**config.mk**
```make
export PLATFORM = sky130hd
export DESIGN_NAME = ser_par_lane
export DESIGN_NICKNAME = d
export VERILOG_FILES = /design/src/rtl/ser_par_lane_pkg.sv /design/src/rtl/ser_par_lane.sv
export SDC_FILE = /design/constraint.sdc
export NUM_CORES = 1
export LEC_CHECK = 0
export ABC_AREA = 1
export CAP_MARGIN = 10
export CORE_MARGIN = 8
export CORE_UTILIZATION = 39
export DETAILED_ROUTE_END_ITERATION = 16
export GPL_ROUTABILITY_DRIVEN = 0
export GPL_TIMING_DRIVEN = 1
export PLACE_DENSITY = 0.67
export SLEW_MARGIN = 30
export SYNTH_ARGS = -nofsm -noshare
export SYNTH_HDL_FRONTEND = slang
export SYNTH_SLANG_ARGS = --single-unit
```
**constraint.sdc**
```tcl
create_clock -name clk_8f -period 4.34 [get_ports clk_8f]
set_clock_uncertainty 0.1 [all_clocks]
set_input_delay 1.302 -clock clk_8f [delete_from_list [all_inputs] [get_ports clk_8f]]
set_output_delay 1.302 -clock clk_8f [all_outputs]
set_load 0.05 [all_outputs]
```
**src/rtl/ser_par_lane_pkg.sv**
```systemverilog
// Shared receive-path definitions: idle/comma symbol and lane FSM encoding.
// Also imported by the striping and unstriping stages.
package ser_par_lane_pkg;

    // Comma/idle symbol used for byte alignment and as the idle filler.
    localparam logic [7:0] COM_SYMBOL = 8'hBC;

    typedef enum logic [1:0] {
        StSearch  = 2'd0,
        StLocking = 2'd1,
        StActive  = 2'd2
    } lane_state_e;

    function automatic logic is_com(input logic [7:0] word, input logic [7:0] com);
        return word == com;
    endfunction

endpackage

```
**src/rtl/ser_par_lane.sv**
```systemverilog
// Receive-side serial-to-parallel converter for one lane.
// Deserialises an MSB-first bit stream, hunts for COM to find byte boundaries,
// locks after AlignCount consecutive aligned COMs, then emits one byte every 8 clocks.
module ser_par_lane
    import ser_par_lane_pkg::*;
#(
    parameter logic [7:0]  ComSymbol  = ser_par_lane_pkg::COM_SYMBOL,
    parameter int unsigned AlignCount = 4  // 1..15
) (
    input  logic       clk_8f,
    input  logic       reset_L,
    input  logic       data_serial,
    output logic [7:0] data_parallel,
    output logic       valid_parallel,
    output logic       byte_strobe,
    output logic       active
);

    localparam logic [3:0] AlignCountW = 4'(AlignCount);

    lane_state_e state_q, state_d;
    logic [7:0]  shreg_q;
    logic [2:0]  bit_cnt_q, bit_cnt_d;
    logic [3:0]  com_cnt_q, com_cnt_d;
    logic [7:0]  data_q, data_d;
    logic        valid_q, valid_d;
    logic        upd_q, upd_d;       // byte captured this edge; strobe follows one cycle later
    logic        strobe_q;
    logic        active_q, active_d;

    logic [7:0]  word;
    logic        boundary;
    logic        word_is_com;

    // Byte completed at this edge and boundary detection.
    always_comb begin
        word        = {shreg_q[6:0], data_serial};
        boundary    = (bit_cnt_q == 3'd7);
        word_is_com = is_com(word, ComSymbol);
    end

    // Next-state logic: alignment FSM, counters and output capture.
    always_comb begin
        state_d   = state_q;
        bit_cnt_d = bit_cnt_q + 3'd1;
        com_cnt_d = com_cnt_q;
        data_d    = data_q;
        valid_d   = valid_q;
        upd_d     = 1'b0;
        active_d  = active_q;

        unique case (state_q)
            StSearch: begin
                // Any bit position may start a byte; a COM match fixes the boundary.
                if (word_is_com) begin
                    bit_cnt_d = 3'd0;
                    com_cnt_d = 4'd1;
                    if (AlignCount == 1) begin
                        state_d  = StActive;
                        active_d = 1'b1;
                    end else begin
                        state_d = StLocking;
                    end
                end
            end
            StLocking: begin
                // Only boundary-aligned words count; misaligned COMs are ignored.
                if (boundary) begin
                    if (word_is_com) begin
                        if (com_cnt_q + 4'd1 == AlignCountW) begin
                            state_d  = StActive;
                            active_d = 1'b1;
                        end else begin
                            com_cnt_d = com_cnt_q + 4'd1;
                        end
                    end else begin
                        state_d   = StSearch;
                        com_cnt_d = 4'd0;
                    end
                end
            end
            StActive: begin
                // No loss-of-lock detection: only reset leaves this state.
                if (boundary) begin
                    data_d  = word;
                    valid_d = !word_is_com;
                    upd_d   = 1'b1;
                end
            end
            default: begin
                state_d = StSearch;
            end
        endcase
    end

    // State and datapath registers with asynchronous active-low reset.
    always_ff @(posedge clk_8f or negedge reset_L) begin
        if (!reset_L) begin
            state_q   <= StSearch;
            shreg_q   <= 8'h00;
            bit_cnt_q <= 3'd0;
            com_cnt_q <= 4'd0;
            data_q    <= 8'h00;
            valid_q   <= 1'b0;
            upd_q     <= 1'b0;
            strobe_q  <= 1'b0;
            active_q  <= 1'b0;
        end else begin
            state_q   <= state_d;
            shreg_q   <= word;
            bit_cnt_q <= bit_cnt_d;
            com_cnt_q <= com_cnt_d;
            data_q    <= data_d;
            valid_q   <= valid_d;
            upd_q     <= upd_d;
            strobe_q  <= upd_q;
            active_q  <= active_d;
        end
    end

    // Registered outputs.
    always_comb begin
        data_parallel  = data_q;
        valid_parallel = valid_q;
        byte_strobe    = strobe_q;
        active         = active_q;
    end

endmodule

```
# Word-level counts from Yosys, hierarchy flattened
# Cells that the tools add are included.
[totals] register_bits=28 input_bits=3 output_inout_bits=11 elab_cells=42
[op_classes] n_addsub=2 n_eq_ne=9 n_mux=14 bitwise_logic=1 n_reduce_logical=7
[ops] cell="$mux 4" count=4
[ops] cell="$reduce_and 4->1" count=3
[ops] cell="$eq 8x8->1 const B" count=1
[ops] cell="$mux 2" count=4
[ops] cell="$pmux 4 s2" count=1
[ops] cell="$mux 3" count=2
[ops] cell="$ne 3x3->1 const B" count=2
[ops] cell="$pmux 2 s3" count=1
[ops] cell="$add 4x1->4 const B" count=1
[ops] cell="$eq 4x3->1 const B" count=1
[ops] cell="$ne 2x2->1 const B" count=2
[ops] cell="$add 3x1->3 const B" count=1
[ops] cell="$eq 3x3->1 const B" count=1
[ops] cell="$eq 2x1->1 const B" count=1
[ops] cell="$eq 2x2->1 const B" count=1
[ops] cell="$logic_not 2->1" count=1
[ops] cell="$mux 1" count=2
[ops] cell="$reduce_and 2->1" count=1
[ops] cell="$reduce_bool 2->1" count=1
[ops] cell="$logic_not 1->1" count=1
[ops] cell="$not 1->1" count=1

# Longest topological paths before layout
# Gate-level depths: netlist of run 1.
[depth] word_depth=6 depth_mapped=9

# Worst setup path before layout of run 1
# OpenSTA, ideal clock, no wires.
[synth_path] path_type="input port to flip-flop" start="in data_serial" end="reg com_cnt_q[0]" setup_ps=120 arrival_ps=1940 t_required_ps=4120 path_slack_ps=2179 cell_stages=8 n_path_buf=0 cell_sequence="inv_2 -> nand2_2 -> nor2_8 -> nand3_4 -> nor2_4 -> nor2_2 -> nand2_1 -> nand2_1"
[synth_via] elab_chain_cells=4
[synth_rtl] item="start: declaration" line="ser_par_lane.sv:12" source="input logic data_serial,"
[synth_rtl] item="$eq 8x8->1 *" line="ser_par_lane_pkg.sv:15" source="return word == com;"
[synth_rtl] item="$mux 4" line="ser_par_lane.sv:69" source="if (word_is_com) begin"
[synth_rtl] item="$mux 4" line="ser_par_lane.sv:68" source="if (boundary) begin"
[synth_rtl] item="$pmux 4 s2" line="ser_par_lane.sv:52" source="unique case (state_q)"
[synth_rtl] item="end signal: assignment" line="ser_par_lane.sv:112" source="com_cnt_q <= com_cnt_d;"
[synth_rtl] item="end: declaration" line="ser_par_lane.sv:24" source="logic [3:0] com_cnt_q, com_cnt_d;"
# Every way passes the cells marked *; elsewhere a longest branch is shown, timed or not. The select of a mux whose other input is x is not followed.
# A chain may end at the register's enable or synchronous reset.

# Worst setup path after layout of run 1
[layout_path] start="reg data_q[4], in the netlist data_parallel[4]" end="out data_parallel[4]"
[layout_lines] item="start: declaration" line="ser_par_lane.sv:25" source="logic [7:0] data_q, data_d;"
[layout_lines] item="start signal: assignment" line="ser_par_lane.sv:113" source="data_q <= data_d;"
[layout_lines] item="end: declaration" line="ser_par_lane.sv:13" source="output logic [7:0] data_parallel,"
# No word-level cell between the ends.

==> flow_summary.toml, run 1 <==
[final_layout]
layout.cells.most_common_list = "40 x nand2_1, 28 x dfrtp_1, 13 x inv_1, 13 x clkdlybuf4s50_1, 6 x nand2_2"
antennaDiodeCount = 0
nFillCells = 294
multi_input_area_sq_um = 482
final_common_cell = "nand2_1"
fin_nets = 151
fin_cells = 188
regArea_sq_um = 701
syn2layout_area_growth_pct = 18.5
drive_gt1_frac = 0.201
utilization = 0.488

[sta]
rsz0062_at_grt = "false"
setup_viol = 0
finalCritPeriodShare = 0.676
maxSlewViolCount = 0
slew_headroom = 0.663
fin_crit_ps = 2930
setup_tns_ps = 0
max_freq_ghz = 0.341
tightest_slew_ps = 504
hold_viol = 0

[setup_path]
crit_path_start = "data_parallel[4]"
arrival_ps = 1530
path_depth = 1
worstSetupEndpoint = "data_parallel[4]"
slowest_stage = "clkdlybuf4s50_1"
timing.rr.end = "com_cnt_q[2]"
slowest_delay_ps = 810
cp-end-kind = "primary output"
critPathTopFamily = "buffers and inverters"
cp.required_ps = 2940
r2r_start = "bit_cnt_q[0]"
critPathMaxFanout = 2
start_kind = "flip-flop"
crit_chain = "clkdlybuf4s50_1"
path_buf_inv = 1
path_class = "flip-flop to primary output"
reg2reg_depth = 8
r2r_setup_slack_ps = 2720

[drt]
drtAntennaViolNets = 0
dr.pass1.iters = 4
first_iter_violations = 13
via_count = 856
vias_per_cell = 4.55
wl_mm = 1.98
remaining_drc_errors = 0
wl_per_cell_um = 10.5

[die]
fp.coreArea_sq_um = 3080
die_h_um = 73.0
ios = 14
die_x_um = 73.0
die_area_sq_um = 5330
rows = 20
initial_core_util = 0.412

[pwr]
power_per_cell_area_nw_per_um2 = 321
p_leak_nw = 0.753
ir_drop_mv = 0.139
p_total_mw = 0.481

[synth]
synth_nets = 133
netlist_area_sq_um = 1270
ys_warn_count = 0
synth_top_cell_area_share = 0.553
ys_types = 22
synth.largest_area_cell = "dfrtp_1"
ys_seq_elements = 28
synth_seq_area_share = 0.553
synth_area_leaders = "dfrtp_1 55%, nand2_1 12%, nor2_8 4.7%, inv_1 3.8%, ha_1 3.0%"
synth_area_per_cell_sq_um = 9.98
syn_inst = 127

[clock_tree]
h-tree-depth = 1
tritoncts = "yes"
cts_resized = 0
cts_buffers = 3
post_cts_buffers = 0
clock_path_buffers = 2
clkLatencyLatePin_ps = 320
cts.sink_count = 28
cts_root_buf = "clkbuf_4"
cts-hold-fix-buffers = 0
path_clk_slew_ps = 150

[hold_path]
hold_path.class = "flip-flop to flip-flop"

[grt]
grt_pass1_vias = 911
grt_use_total = 0.0873
grt_pass1_wl_mm = 3.73
grt_start_max_net_pins = 29
overflow = 0
antenna_found_initial = 0

[run]
drv_cap = 0

[placement]
io_buffers = 13
hpwl_mm = 1.53
dp_cells = 184

[run_status]
status = "finished, final reports clean"
[registers in the layout (all words and copies together), names as in the netlist]
| register | count |
|---|---|
| upd_q | 1 |
| state_q | 2 |
| active | 1 |
| valid_parallel | 1 |
| bit_cnt_q | 3 |
| byte_strobe | 1 |
| com_cnt_q | 4 |
| data_parallel | 8 |
| shreg_q | 7 |
[kinds of logic (layout without fill, tap and decap cells)]
| family | count (synthesis) | count (layout) | synth area share |
|---|---|---|---|
| AOI/OAI and AO/OA | 10 | 10 | 0.0503 |
| DFF | 28 | 28 | 0.553 |
| buffers and inverters | 20 | 37 | 0.0671 |
| and+or+nand+nor | 66 | 66 | 0.300 |
| adders and majority gates | 3 | 3 | 0.0296 |
[worst min path at each step]
stage	startpoint	endpoint	slack (ps)	depth (start not counted)
after floorplan	upd_q	byte_strobe	230	0
after global placement	upd_q	byte_strobe	240	0
after detailed placement	upd_q	byte_strobe	240	0
after CTS	upd_q	byte_strobe	280	0
after global routing	upd_q	byte_strobe	290	0
final	upd_q	byte_strobe	270	0
[final cells by class]
| cell class | instances | area share |
|---|---|---|
| inverters | 19 | 0.0492 |
| clock buffers | 3 | 0.0150 |
| multi-input cells | 79 | 0.321 |
| clock inverters | 1 | 0.0200 |
| repair buffers | 14 | 0.0917 |
| flip-flops and latches | 28 | 0.467 |
| well taps | 44 | 0.0367 |
[synth_stat cells, drive strengths merged]
| master | count |
|---|---|
| nand2 | 48 |
| dfrtp | 28 |
| inv | 18 |
| nor2 | 10 |
| o21ai | 8 |
| nand3 | 7 |
| ha | 3 |
| a21boi | 1 |
| a21oi | 1 |
| buf | 1 |
| clkinv | 1 |
| nand4 | 1 |
[routing by layer]
layer / GRT usage / wire [um]
met5: 0 / 0
met4: 0.0400 / 26
met2: 0.163 / 1030
met3: 0.0165 / 37
met1: 0.0910 / 880
[power breakdown]
group	leakage [nW]	switching, mW	internal, mW	total (mW)
sequential	0.332	0.00497	0.268	0.273
clock	0.0279	0.0752	0.0934	0.169
combinational	0.393	0.0275	0.0123	0.0399
[metrics by stage]
step                      setup slack [ps]  hold slack (ps)  area, sq um
after floorplan                       2180              231         1270
after global placement                1650              236         1450
after detailed placement              1610              242         1450
after CTS                             1380              282         1500
after global routing                  1350              286         1500
final                                 1410              268         1500
No activity file was read; power rests on OpenSTA's default activity.
==> run 2: changes to the inputs <==
--- a/config.mk
+++ b/config.mk
@@ -12,7 +12,7 @@
 export DETAILED_ROUTE_END_ITERATION = 16
 export GPL_ROUTABILITY_DRIVEN = 0
 export GPL_TIMING_DRIVEN = 1
-export PLACE_DENSITY = 0.67
+export PLACE_DENSITY = 0.69
 export SLEW_MARGIN = 30
 export SYNTH_ARGS = -nofsm -noshare
 export SYNTH_HDL_FRONTEND = slang
==> constraint.sdc (replaced) <==
create_clock -name clk_8f -period 2.6 [get_ports clk_8f]
set_clock_uncertainty 0.1 [all_clocks]
set_input_delay 0.78 -clock clk_8f [delete_from_list [all_inputs] [get_ports clk_8f]]
set_output_delay 0.78 -clock clk_8f [all_outputs]
set_load 0.05 [all_outputs]
==> run 2 against run 1 <==
  * Worst setup slack worse by 1200 ps
  * Register-to-register slack worse by 1800 ps
  * Clock-buffer cell count unchanged
  * First-iteration DRC count rose to 2.6 times the previous value
  * Sequential cell count unchanged
  * Combinational power up 67%
  * Routed wire length up 7.3%
  * Core utilization down 0.98 points
  * Total power up 44%
  * Critical endpoint is now data_parallel[0]
  * Highest routed layer unchanged
==> flow_summary.toml, run 2 (same netlist as run 1, synthesis figures left out) <==
[pwr]
p_total_mw = 0.695
ir_drop_mv = 0.324
power_per_cell_area_nw_per_um2 = 473
p_leak_nw = 0.739

[clock_tree]
post_cts_buffers = 0
path_clk_slew_ps = 140
tritoncts = "yes"
h-tree-depth = 1
cts-hold-fix-buffers = 0
cts_resized = 0
clock_path_buffers = 2
cts_root_buf = "clkbuf_4"
cts.sink_count = 28
cts_buffers = 3
clkLatencyLatePin_ps = 320

[final_layout]
final_common_cell = "nand2_1"
layout.cells.most_common_list = "40 x nand2_1, 28 x dfrtp_1, 13 x inv_1, 13 x clkdlybuf4s50_1, 6 x nand2_2"
syn2layout_area_growth_pct = 16.1
fin_nets = 151
largest_register_ffs = 8
antennaDiodeCount = 0
nFillCells = 313
drive_gt1_frac = 0.196

[sta]
fin_crit_ps = 2400
rsz0062_at_grt = "false"
hold_viol = 0
setup_tns_ps = 0
maxSlewViolCount = 0
tightest_slew_ps = 503
finalWorstSetupSlack_ps = 201
finalCritPeriodShare = 0.923
max_freq_ghz = 0.417
slew_headroom = 0.663
setup_viol = 0

[die]
ios = 14
rows = 20
fp.coreArea_sq_um = 3080
die_x_um = 73.0
die_h_um = 73.0
initial_core_util = 0.412
die_area_sq_um = 5330

[placement]
dp_slack_ps = 365
io_buffers = 13
hpwl_mm = 1.62

[grt]
antenna_found_initial = 0
use_met3 = 0.0220
grt_pass1_vias = 909
top_usage_layer = "met2"
met2_usage = 0.171
grt_pass1_wl_mm = 4.00
grt_use_met1 = 0.100
grt_use_total = 0.0954
overflow = 0
grt_start_max_net_pins = 29

[run]
drv_cap = 0

[drt]
wl_per_cell_um = 11.4
remaining_drc_errors = 0
vias_per_cell = 4.42
via_count = 827
dr.pass1.iters = 3
drtAntennaViolNets = 0
wl_mm = 2.12
first_iter_violations = 34

[setup_path]
slowest_stage = "clkdlybuf4s50_1"
slowest_delay_ps = 810
start_kind = "flip-flop"
crit_chain = "clkdlybuf4s50_1"
critPathMaxFanout = 2
critPathTopFamily = "buffers and inverters"
cp-end-kind = "primary output"
cp.required_ps = 1720
path_class = "flip-flop to primary output"
path_buf_inv = 1
arrival_ps = 1520

[run_status]
status = "finished, final reports clean"

[hold_path]
hold_path.class = "flip-flop to flip-flop"
-- run 2: cell count changes in the layout (fill, tap and decap cells not counted), sizes merged --
cell,delta
bufinv,-1
-- run 2: path summary, 6_finish.rpt --
kind                                        from                to  slack [ps]  cells after the start
worst min register to register             upd_q       byte_strobe         270                      0
worst max register to register      bit_cnt_q[0]      com_cnt_q[2]         970                      8
worst min-delay path                       upd_q       byte_strobe         270                      0
max in group asynchronous                reset_L    valid_parallel        1440                      2
worst max-delay path            data_parallel[0]  data_parallel[0]         200                      1
min in group asynchronous                reset_L  data_parallel[2]         710                      2
-- run 2: layer usage --
layer	part of all wire	vias to the layer above
met5	0	-
met4	0.022	0
met3	0.033	5
met2	0.51	8
met1	0.44	393
li1	-	421
-- run 2: through the flow --
| step | instance area, sq um | utilization | hold slack, ps | cells |
|---|---|---|---|---|
| floorplan | 1270 | - | 231 | 127 |
| global placement | 1450 | 0.471 | 235 | 184 |
| detailed placement | 1450 | 0.471 | 237 | 184 |
| CTS | 1470 | 0.478 | 270 | 187 |
| global route | 1470 | 0.478 | 290 | 187 |
| finish | 1470 | 0.478 | 270 | 187 |
-- run 2: cell type report --
| class | instances | area, sq um | area share |
|---|---|---|---|
| tap | 44 | 55.1 | 0.0374 |
| timing repair buffer | 14 | 138 | 0.0935 |
| inverter | 19 | 73.8 | 0.0502 |
| sequential | 28 | 701 | 0.476 |
| multi-input combinational | 79 | 482 | 0.327 |
| clock buffer | 3 | 22.5 | 0.0153 |
-- run 2: power by group --
part | leakage [nW] | switching (mW) | internal [mW]
registers | 0.332 | 0.00793 | 0.447
logic | 0.393 | 0.0458 | 0.0206
clock network | 0.0138 | 0.119 | 0.0543
==> run 3: changes to the inputs <==
--- a/config.mk
+++ b/config.mk
@@ -9,6 +9,7 @@
 export CAP_MARGIN = 10
 export CORE_MARGIN = 8
 export CORE_UTILIZATION = 39
+export CTS_CLUSTER_SIZE = 25
 export DETAILED_ROUTE_END_ITERATION = 16
 export GPL_ROUTABILITY_DRIVEN = 0
 export GPL_TIMING_DRIVEN = 1
==> results of run 3 <==
Same layout as run 2: the final DEF is identical, and so are final timing and power.
